### src/rtl/tmds_rx_decode.sv
// rtl/tmds_rx_decode.sv - TMDS channel-0 receiver: word alignment, character decode, raster recovery
module tmds_rx_decode #(
    parameter int CTRL_RUN   = 8,
    parameter int SEARCH_WIN = 1024,
    parameter int LOSS_WIN   = 2048
) (
    input  logic       i_clk,
    input  logic       i_rst_n,
    input  logic [9:0] i_din,
    output logic       o_locked,
    output logic [3:0] o_ofs,
    output logic       o_de,
    output logic       o_hsync,
    output logic       o_vsync,
    output logic [7:0] o_data,
    output logic [9:0] o_sx,
    output logic [9:0] o_sy
);
    localparam int RUN_W = $clog2(CTRL_RUN + 1);
    localparam int TMR_W = $clog2((LOSS_WIN > SEARCH_WIN) ? LOSS_WIN : SEARCH_WIN);
    localparam logic [RUN_W-1:0] RUN_FULL    = RUN_W'(CTRL_RUN);
    localparam logic [RUN_W-1:0] RUN_LAST    = RUN_W'(CTRL_RUN - 1);
    localparam logic [TMR_W-1:0] SEARCH_LAST = TMR_W'(SEARCH_WIN - 1);
    localparam logic [TMR_W-1:0] LOSS_LAST   = TMR_W'(LOSS_WIN - 1);

    typedef enum logic {S_SEARCH, S_LOCKED} state_t;

    function automatic logic is_token(input logic [9:0] w);
        case (w)
            10'b1101010100, 10'b0010101011,
            10'b0101010100, 10'b1010101011: return 1'b1;
            default:                        return 1'b0;
        endcase
    endfunction

    function automatic logic [1:0] token_ctrl(input logic [9:0] w);
        case (w)
            10'b0010101011: return 2'b01;
            10'b0101010100: return 2'b10;
            10'b1010101011: return 2'b11;
            default:        return 2'b00;
        endcase
    endfunction

    state_t           r_state, w_state_n;
    logic [9:0]       r_prev, r_w1;
    logic [3:0]       r_ofs, w_ofs_n;
    logic [RUN_W-1:0] r_run, w_run_n;
    logic [TMR_W-1:0] r_tmr, w_tmr_n;
    logic             r_de2, r_hs2, r_vs2;
    logic [7:0]       r_data2;
    logic [9:0]       r_sx, r_sy;

    logic [19:0] w_cat;
    logic [9:0]  w_win;
    logic        w_win_tok, w_run_full, w_locked;
    logic        w_s1_tok;
    logic [1:0]  w_s1_ctrl;
    logic [7:0]  w_v, w_dec, w_data_n;
    logic        w_de_n, w_hs_n, w_vs_n;
    logic [9:0]  w_sx_n, w_sy_n;

    // din[0] is the earliest bit, so the previous word sits in the low half of the window
    assign w_cat      = {i_din, r_prev};
    assign w_win      = 10'(w_cat >> r_ofs);
    assign w_win_tok  = is_token(w_win);
    assign w_run_full = w_win_tok && (r_run >= RUN_LAST);
    assign w_locked   = (r_state == S_LOCKED);

    assign w_s1_tok  = is_token(r_w1);
    assign w_s1_ctrl = token_ctrl(r_w1);

    always_comb begin
        w_dec    = '0;
        w_v      = r_w1[9] ? ~r_w1[7:0] : r_w1[7:0];
        w_dec[0] = w_v[0];
        for (int i = 1; i < 8; i++) begin
            w_dec[i] = r_w1[8] ? (w_v[i] ^ w_v[i-1]) : ~(w_v[i] ^ w_v[i-1]);
        end
    end

    assign w_de_n   = ~w_s1_tok;
    assign w_hs_n   = w_s1_tok ? w_s1_ctrl[0] : r_hs2;
    assign w_vs_n   = w_s1_tok ? w_s1_ctrl[1] : r_vs2;
    assign w_data_n = w_s1_tok ? 8'h00 : w_dec;

    // Coordinates are computed from the values entering stage 2 so they line up with de
    always_comb begin
        w_sx_n = '0;
        w_sy_n = r_sy;
        if (w_de_n && r_de2) begin
            w_sx_n = r_sx + 10'd1;
        end
        if (w_vs_n && !r_vs2) begin
            w_sy_n = '0;
        end else if (r_de2 && !w_de_n) begin
            w_sy_n = r_sy + 10'd1;
        end
    end

    always_comb begin
        w_state_n = r_state;
        w_ofs_n   = r_ofs;
        w_tmr_n   = r_tmr + 1'b1;
        w_run_n   = '0;
        if (w_win_tok) begin
            w_run_n = (r_run == RUN_FULL) ? RUN_FULL : r_run + 1'b1;
        end
        case (r_state)
            S_SEARCH: begin
                if (w_run_full) begin
                    w_state_n = S_LOCKED;
                    w_tmr_n   = '0;
                end else if (r_tmr == SEARCH_LAST) begin
                    w_ofs_n = (r_ofs == 4'd9) ? 4'd0 : r_ofs + 4'd1;
                    w_tmr_n = '0;
                    w_run_n = '0;
                end
            end
            S_LOCKED: begin
                if (w_run_full) begin
                    w_tmr_n = '0;
                end else if (r_tmr == LOSS_LAST) begin
                    w_state_n = S_SEARCH;
                    w_tmr_n   = '0;
                    w_run_n   = '0;
                end
            end
            default: w_state_n = S_SEARCH;
        endcase
    end

    always_ff @(posedge i_clk or negedge i_rst_n) begin
        if (!i_rst_n) begin
            r_state <= S_SEARCH;
            r_prev  <= '0;
            r_w1    <= '0;
            r_ofs   <= '0;
            r_run   <= '0;
            r_tmr   <= '0;
            r_de2   <= 1'b0;
            r_hs2   <= 1'b0;
            r_vs2   <= 1'b0;
            r_data2 <= '0;
            r_sx    <= '0;
            r_sy    <= '0;
        end else begin
            r_state <= w_state_n;
            r_prev  <= i_din;
            r_w1    <= w_win;
            r_ofs   <= w_ofs_n;
            r_run   <= w_run_n;
            r_tmr   <= w_tmr_n;
            r_de2   <= w_de_n;
            r_hs2   <= w_hs_n;
            r_vs2   <= w_vs_n;
            r_data2 <= w_data_n;
            r_sx    <= w_sx_n;
            r_sy    <= w_sy_n;
        end
    end

    assign o_locked = w_locked;
    assign o_ofs    = r_ofs;
    assign o_de     = w_locked & r_de2;
    assign o_hsync  = w_locked & r_hs2;
    assign o_vsync  = w_locked & r_vs2;
    assign o_data   = w_locked ? r_data2 : 8'h00;
    assign o_sx     = w_locked ? r_sx : 10'd0;
    assign o_sy     = w_locked ? r_sy : 10'd0;
endmodule

### config.mk
export PLATFORM = sky130hd
export DESIGN_NAME = tmds_rx_decode
export DESIGN_NICKNAME = d
export VERILOG_FILES = /design/src/rtl/tmds_rx_decode.sv
export SDC_FILE = /design/constraint.sdc
export NUM_CORES = 1
export LEC_CHECK = 0
export ABC_AREA = 1
export CORE_MARGIN = 2
export CORE_UTILIZATION = 55
export CTS_BUF_LIST = sky130_fd_sc_hd__clkbuf_8
export CTS_CLUSTER_SIZE = 10
export DETAILED_ROUTE_END_ITERATION = 7
export PLACE_DENSITY = 0.87
export SYNTH_ARGS = -nofsm -noshare
export SYNTH_HDL_FRONTEND = slang
export SYNTH_SLANG_ARGS = --single-unit
export TNS_END_PERCENT = 100
### constraint.sdc
create_clock -name i_clk -period 5.35 [get_ports i_clk]
set_input_delay 0.8025 -clock i_clk [delete_from_list [all_inputs] [get_ports i_clk]]
set_output_delay 0.8025 -clock i_clk [all_outputs]
set_load 0.01 [all_outputs]
## After elaboration in Yosys (flattened, before gate mapping)

Cells that the tools add are included.

- Add/sub/neg operators: 5
- Magnitude comparators: 1
- Equality and inequality tests: 12
- Shifts and indexed selects: 1
- Mux-type cells: 36
- Bitwise operators: 21
- Reduce and logical (&&, ||, !) cells: 9

Operators with widths:

| operator | count |
|---|---|
| 10-bit 2-to-1 mux | 5 |
| 11-bit 2-to-1 mux | 4 |
| 10-bit equality test (second input constant) | 4 |
| 4-bit 2-to-1 mux | 7 |
| 8-bit 2-to-1 mux | 3 |
| 11-bit one-hot mux with 2 select lines | 1 |
| 10-bit by 1-bit adder with 10-bit output (second input constant) | 2 |
| 10-bit by 8-bit equality test with 1-bit output (second input constant) | 2 |
| 10-bit by 9-bit equality test with 1-bit output (second input constant) | 2 |
| 20-bit by 4-bit right shift with 10-bit output | 1 |
| 1-bit 2-to-1 mux | 13 |
| 11-bit by 1-bit adder with 11-bit output (second input constant) | 1 |
| 11-bit by 10-bit equality test with 1-bit output (second input constant) | 1 |
| 11-bit equality test (second input constant) | 1 |
| 1-bit inverter | 10 |
| 4-bit by 1-bit adder with 4-bit output (second input constant) | 2 |
| 4-bit equality test (second input constant) | 2 |
| 8-bit inverter | 1 |
| 4-bit one-hot mux with 2 select lines | 1 |
| 4-bit OR reduction | 2 |
| 1-bit XOR | 7 |
| 2-bit one-hot mux with 3 select lines | 1 |
| 4-bit by 3-bit >= comparator with 1-bit output (second input constant) | 1 |
| 1-bit logical AND | 4 |
| 5 further kinds | 7 |

- Register bits: 71
- Input port bits: 12

## Depth between registers and ports, before layout

- Word-level depth: 8
- Mapped depth: 16

## Worst setup path before layout

Ideal clock, no wire load.

- Path type: input port to flip-flop
- Start point: in i_din[1]
- End point: reg r_tmr[0]
- Data arrival time: 1844 ps
- Required time: 5229 ps
- Path slack: 3385 ps
- Stages on the path: 12
- Path through: nand2_1 > nand3_1 > nand3_1 > nand2_1 > a21oi_1 > nand2_1 > nor2_1 > nand3_1 > nand2_2 > nand2_4 > nand2_2 > nor2_1

- Word-level cells in the longest chain between the ends: 7

Ends and longest elaborated chain:

| item | RTL line | text |
|---|---|---|
| from (decl) | 9 | `input logic [9:0] i_din,` |
| 20-bit by 4-bit right shift with 10-bit output * | 65 | `assign w_win = 10'(w_cat >> r_ofs);` |
| 10-bit equality test, or another cell as far along | 29 | `case (w)` |
| 4-bit OR reduction * | 29 |  |
| 1-bit 2-to-1 mux * | 29 |  |
| 1-bit logical AND * | 67 | `assign w_run_full = w_win_tok && (r_run >= RUN_LAST);` |
| 11-bit 2-to-1 mux (on tied branches) | 121, 111 |  |
| 11-bit one-hot mux with 2 select lines * | 109 | `case (r_state)` |
| via w_tmr_n[0] | 49 | `logic [TMR_W-1:0] r_tmr, w_tmr_n;` |
| to (signal assigned) | 153 | `r_tmr <= w_tmr_n;` |
| to (decl) | 49 |  |

The timed path passes the listed nets; every way through them passes the cells marked *.
A chain may end at the register's enable or synchronous reset.

## Worst setup path after layout

- Start point: reg r_state, in the netlist o_locked
- End point: out o_data[7]

- Word-level cells in the longest chain between the ends: 1

Ends and longest elaborated chain:

| item | RTL line | text |
|---|---|---|
| from (decl) | 45 | `state_t r_state, w_state_n;` |
| from (signal assigned) | 148 | `r_state <= w_state_n;` |
| 8-bit 2-to-1 mux | 168 | `assign o_data = w_locked ? r_data2 : 8'h00;` |
| to (decl) | 15 | `output logic [7:0] o_data,` |

No other way between the ends.

==> implementation parameters <==
Parameter                              Value

Synthesis
  Syn Inst Count ... around 580
  Cell area after technology mapping ... between 4000 and 5000 µm²
  Post-synthesis register bit count ... a little over 70
  Area share of the largest cell type after synthesis ... 42.8%
  Number of distinct library cells after synthesis ... 32
  Post-synthesis area per instance ... 7.21 µm²
  Sequential share of the synthesized area ... 42.8%
  Net count after synthesis ... slightly below 600
  Biggest area contributors in the synthesized netlist ... dfrtp_1 43%, nand2_1 15%, nand3_1 11%, inv_1 6.9%, nor2_1 4.2%
  Cell accounting for the most synthesized area ... dfrtp_1
  Count of synthesis-stage warnings from yosys ... 0

Clock network
  Postcts setup bufs ... 0
  Clock latency reported for the late side of the worst-skew pair ... around 350 ps
  Number of clock sinks ... 71
  Clock-pin slew on the worst setup and hold paths ... 80 ps
  Clock tree from TritonCTS ... built
  Post_cts resized ... 0
  Root Driver ... clkbuf_8
  Largest buffer count on any clock path ... 2
  Number of buffers created by CTS ... 9
  Hold buffers post-CTS ... 0
  CTS H-tree depth ... 3

Setup path
  Arrival time reported for the critical path endpoint ... ~2200 ps
  Largest driver fanout on the critical path ... 36
  Capturing element type of the critical path ... primary output
  Data required time at the worst endpoint ... 4550 ps
  Startpoint class of the critical path ... register
  Type of the worst setup path ... register to primary output

Floorplan
  Floorplan row count ... 31
  Area of the die ... 8260 µm²
  Starting utilization of the core area ... 56.9%
  I/O pin cnt ... 48
  Standard cell core area ... 7290 µm²
  Chip Height ... 90.9 µm
  Horizontal die dimension ... 90.9 µm

Route
  Pre-antenna DRT Iters ... 5
  Number of design-rule violations left by the first detailed-router iteration ... 196
  Detailed Route WL ... 9080 µm
  Post-route DRC ... 0
  Routed via count ... about 3800
  Average wire per standard cell ... 12.6 µm
  Ratio of routed vias to standard cells ... 5.30
  Final antenna-violating net count ... 0

Placement
  Sum of net half-perimeters after detailed placement ... 6530 µm
  Port-buffer cells ... 47
  Routability congestion estimate from global placement ... 0.948

Timing
  Setup repair after global routing missed its margin ... no
  Number of hold violations in the final report ... 0
  Period utilization ... 56.6%
  Pins Over Slew Limit ... 0
  Tightest hold margin ... approximately 490 ps
  Setup Skew ... 6.48 ps
  Worst-Margin Slew ... 1100 ps
  Total of endpoints with negative setup slack in the final report ... 0
  Worst slew margin relative to its limit ... 26.9%
  Highest Clock Rate ... between 300 and 400 MHz
  Total Neg Setup Slack ... 0 ps
  Post-route minimum period ... 3030 ps

Final layout
  Inserted Diodes ... 0
  Layout cells sized above 1 ... 5.15%
  Final core utilization ... 66.1%
  Layout area overhead ... 16.1%
  Post-layout net count ... 633

Run status
  Result of the run ... finished clean

Global route
  Global Route Usage Sum ... 23.4%
  Largest net degree at the start of global routing ... 72
  Global-route congestion overflow total ... 0
  Vias in the first global route ... 3611
  Initial antenna violation count ... 0
  First-pass GRT wire length ... 15700 µm

Flow run
  Number of maximum-capacitance constraint violations ... 0

Pwr
  Worst-case vdd ir drop ... 0.160 mV
  Cell leakage power ... 0.00256 µW
  Pwr Density ... roughly 260 nW/µm²

Worst hold path
  Type of the tightest min-delay check ... register to register
-- stage by stage --
stage	power, µW	cells	cell area (µm²)	setup slack (ps)
after floorplan	754	576	4150	3390
after global placement	868	704	4640	2600
after detailed placement	881	704	4640	2530
after CTS	1260	720	4820	2290
after global routing	1320	720	4820	2130
final	1250	720	4820	2320
-- sequential cells by signal, summed over array words and instances (netlist names) --
name      cells
o_locked      1
r_tmr        11
r_sx         10
r_hs2         1
o_ofs         4
r_run         4
r_prev       10
r_data2       8
r_sy         10
r_de2         1
r_vs2         1
r_w1         10
-- synthesized netlist by cell type, drive strengths merged --
cell,instances
clkbuf,5
inv,79
nand3b,4
o211ai,2
xor2,20
nand2,175
buf,14
a21boi,1
nand3,95
a32o,1
and3,1
nor3b,4
nand4,8
mux2i,1
or2,3
nor3,11
dfrtp,71
nor2,48
nor4,2
xnor2,3
ha,5
a21oi,14
o21ai,8
mux2,1
-- worst paths after layout --
check	startpoint	to	slack (ps)	cells after the start
setup reg to reg	o_ofs[1]	r_tmr[7]	2490	13
min in group asynchronous	i_rst_n	r_sx[2]	640	2
max in group asynchronous	i_rst_n	r_prev[0]	4140	2
hold reg to reg	r_hs2	r_hs2	490	2
hold / removal	r_hs2	r_hs2	490	2
setup / recovery	o_locked	o_data[7]	2320	3
-- cell usage in the layout (no fill, tap or decap) --
| cell type | instances |
|---|---|
| o21ai_0 | 8 |
| buf_2 | 1 |
| a32o_1 | 1 |
| nand2_4 | 1 |
| nor3_2 | 1 |
| and3_1 | 1 |
| o211ai_1 | 2 |
| nand2_2 | 3 |
| nand2_1 | 171 |
| clkinvlp_4 | 2 |
| ha_1 | 5 |
| inv_2 | 3 |
| mux2i_1 | 1 |
| nor3b_1 | 4 |
| nand4_1 | 8 |
| nor3_1 | 10 |
| dfrtp_1 | 71 |
| a21oi_2 | 2 |
| inv_1 | 77 |
| mux2_2 | 1 |
| nor4_1 | 2 |
| xnor2_1 | 3 |
| nor2_2 | 1 |
| clkinv_2 | 2 |
| buf_4 | 1 |
| nand3b_1 | 4 |
| clkdlybuf4s50_1 | 46 |
| a21boi_1 | 1 |
| xor2_1 | 20 |
| a21oi_1 | 12 |
| or2_2 | 3 |
| nor2_1 | 47 |
| nand3_1 | 95 |
| clkbuf_8 | 10 |
| clkinv_4 | 1 |
-- cell type report --
type	count	area (µm²)
clock buffer	10	138
clock inverter	6	37.5
fill	637	2470
inverter	79	297
multi-input combinational	407	1970
sequential	71	1780
tap	99	124
timing repair buffer	48	473
-- routing by layer --
metal	wire length [µm]	GRT usage, %
met4	211	10.9
met5	0	0
met3	550	3.59
met1	3830	29.0
met2	4480	40.0
-- critical path, stage by stage, from the launching register on --
cell and delay [ps]:
dfrtp_1 1070, nand2_1 140, inv_1 110, clkdlybuf4s50_1 540
-- kinds of logic after synthesis --
group / Yosys count / synth area share (%)
buffers and inverters: 98 / 9.67
DFF: 71 / 42.8
AOI/OAI and AO/OA: 26 / 3.62
and+or+nand+nor: 351 / 37.0
adders and majority gates: 5 / 1.51
xor gates and xnor gates: 23 / 4.85
muxes: 2 / 0.512
-- where the power goes --
part | internal, µW | total, µW | leakage (µW) | switching (µW)
registers | 584 | 622 | 0.000874 | 38.7
logic | 127 | 246 | 0.00160 | 119
clock network | 178 | 381 | 0.0000895 | 203
total | 888 | 1250 | 0.00256 | 361
(Power assumes the default switching activity.)
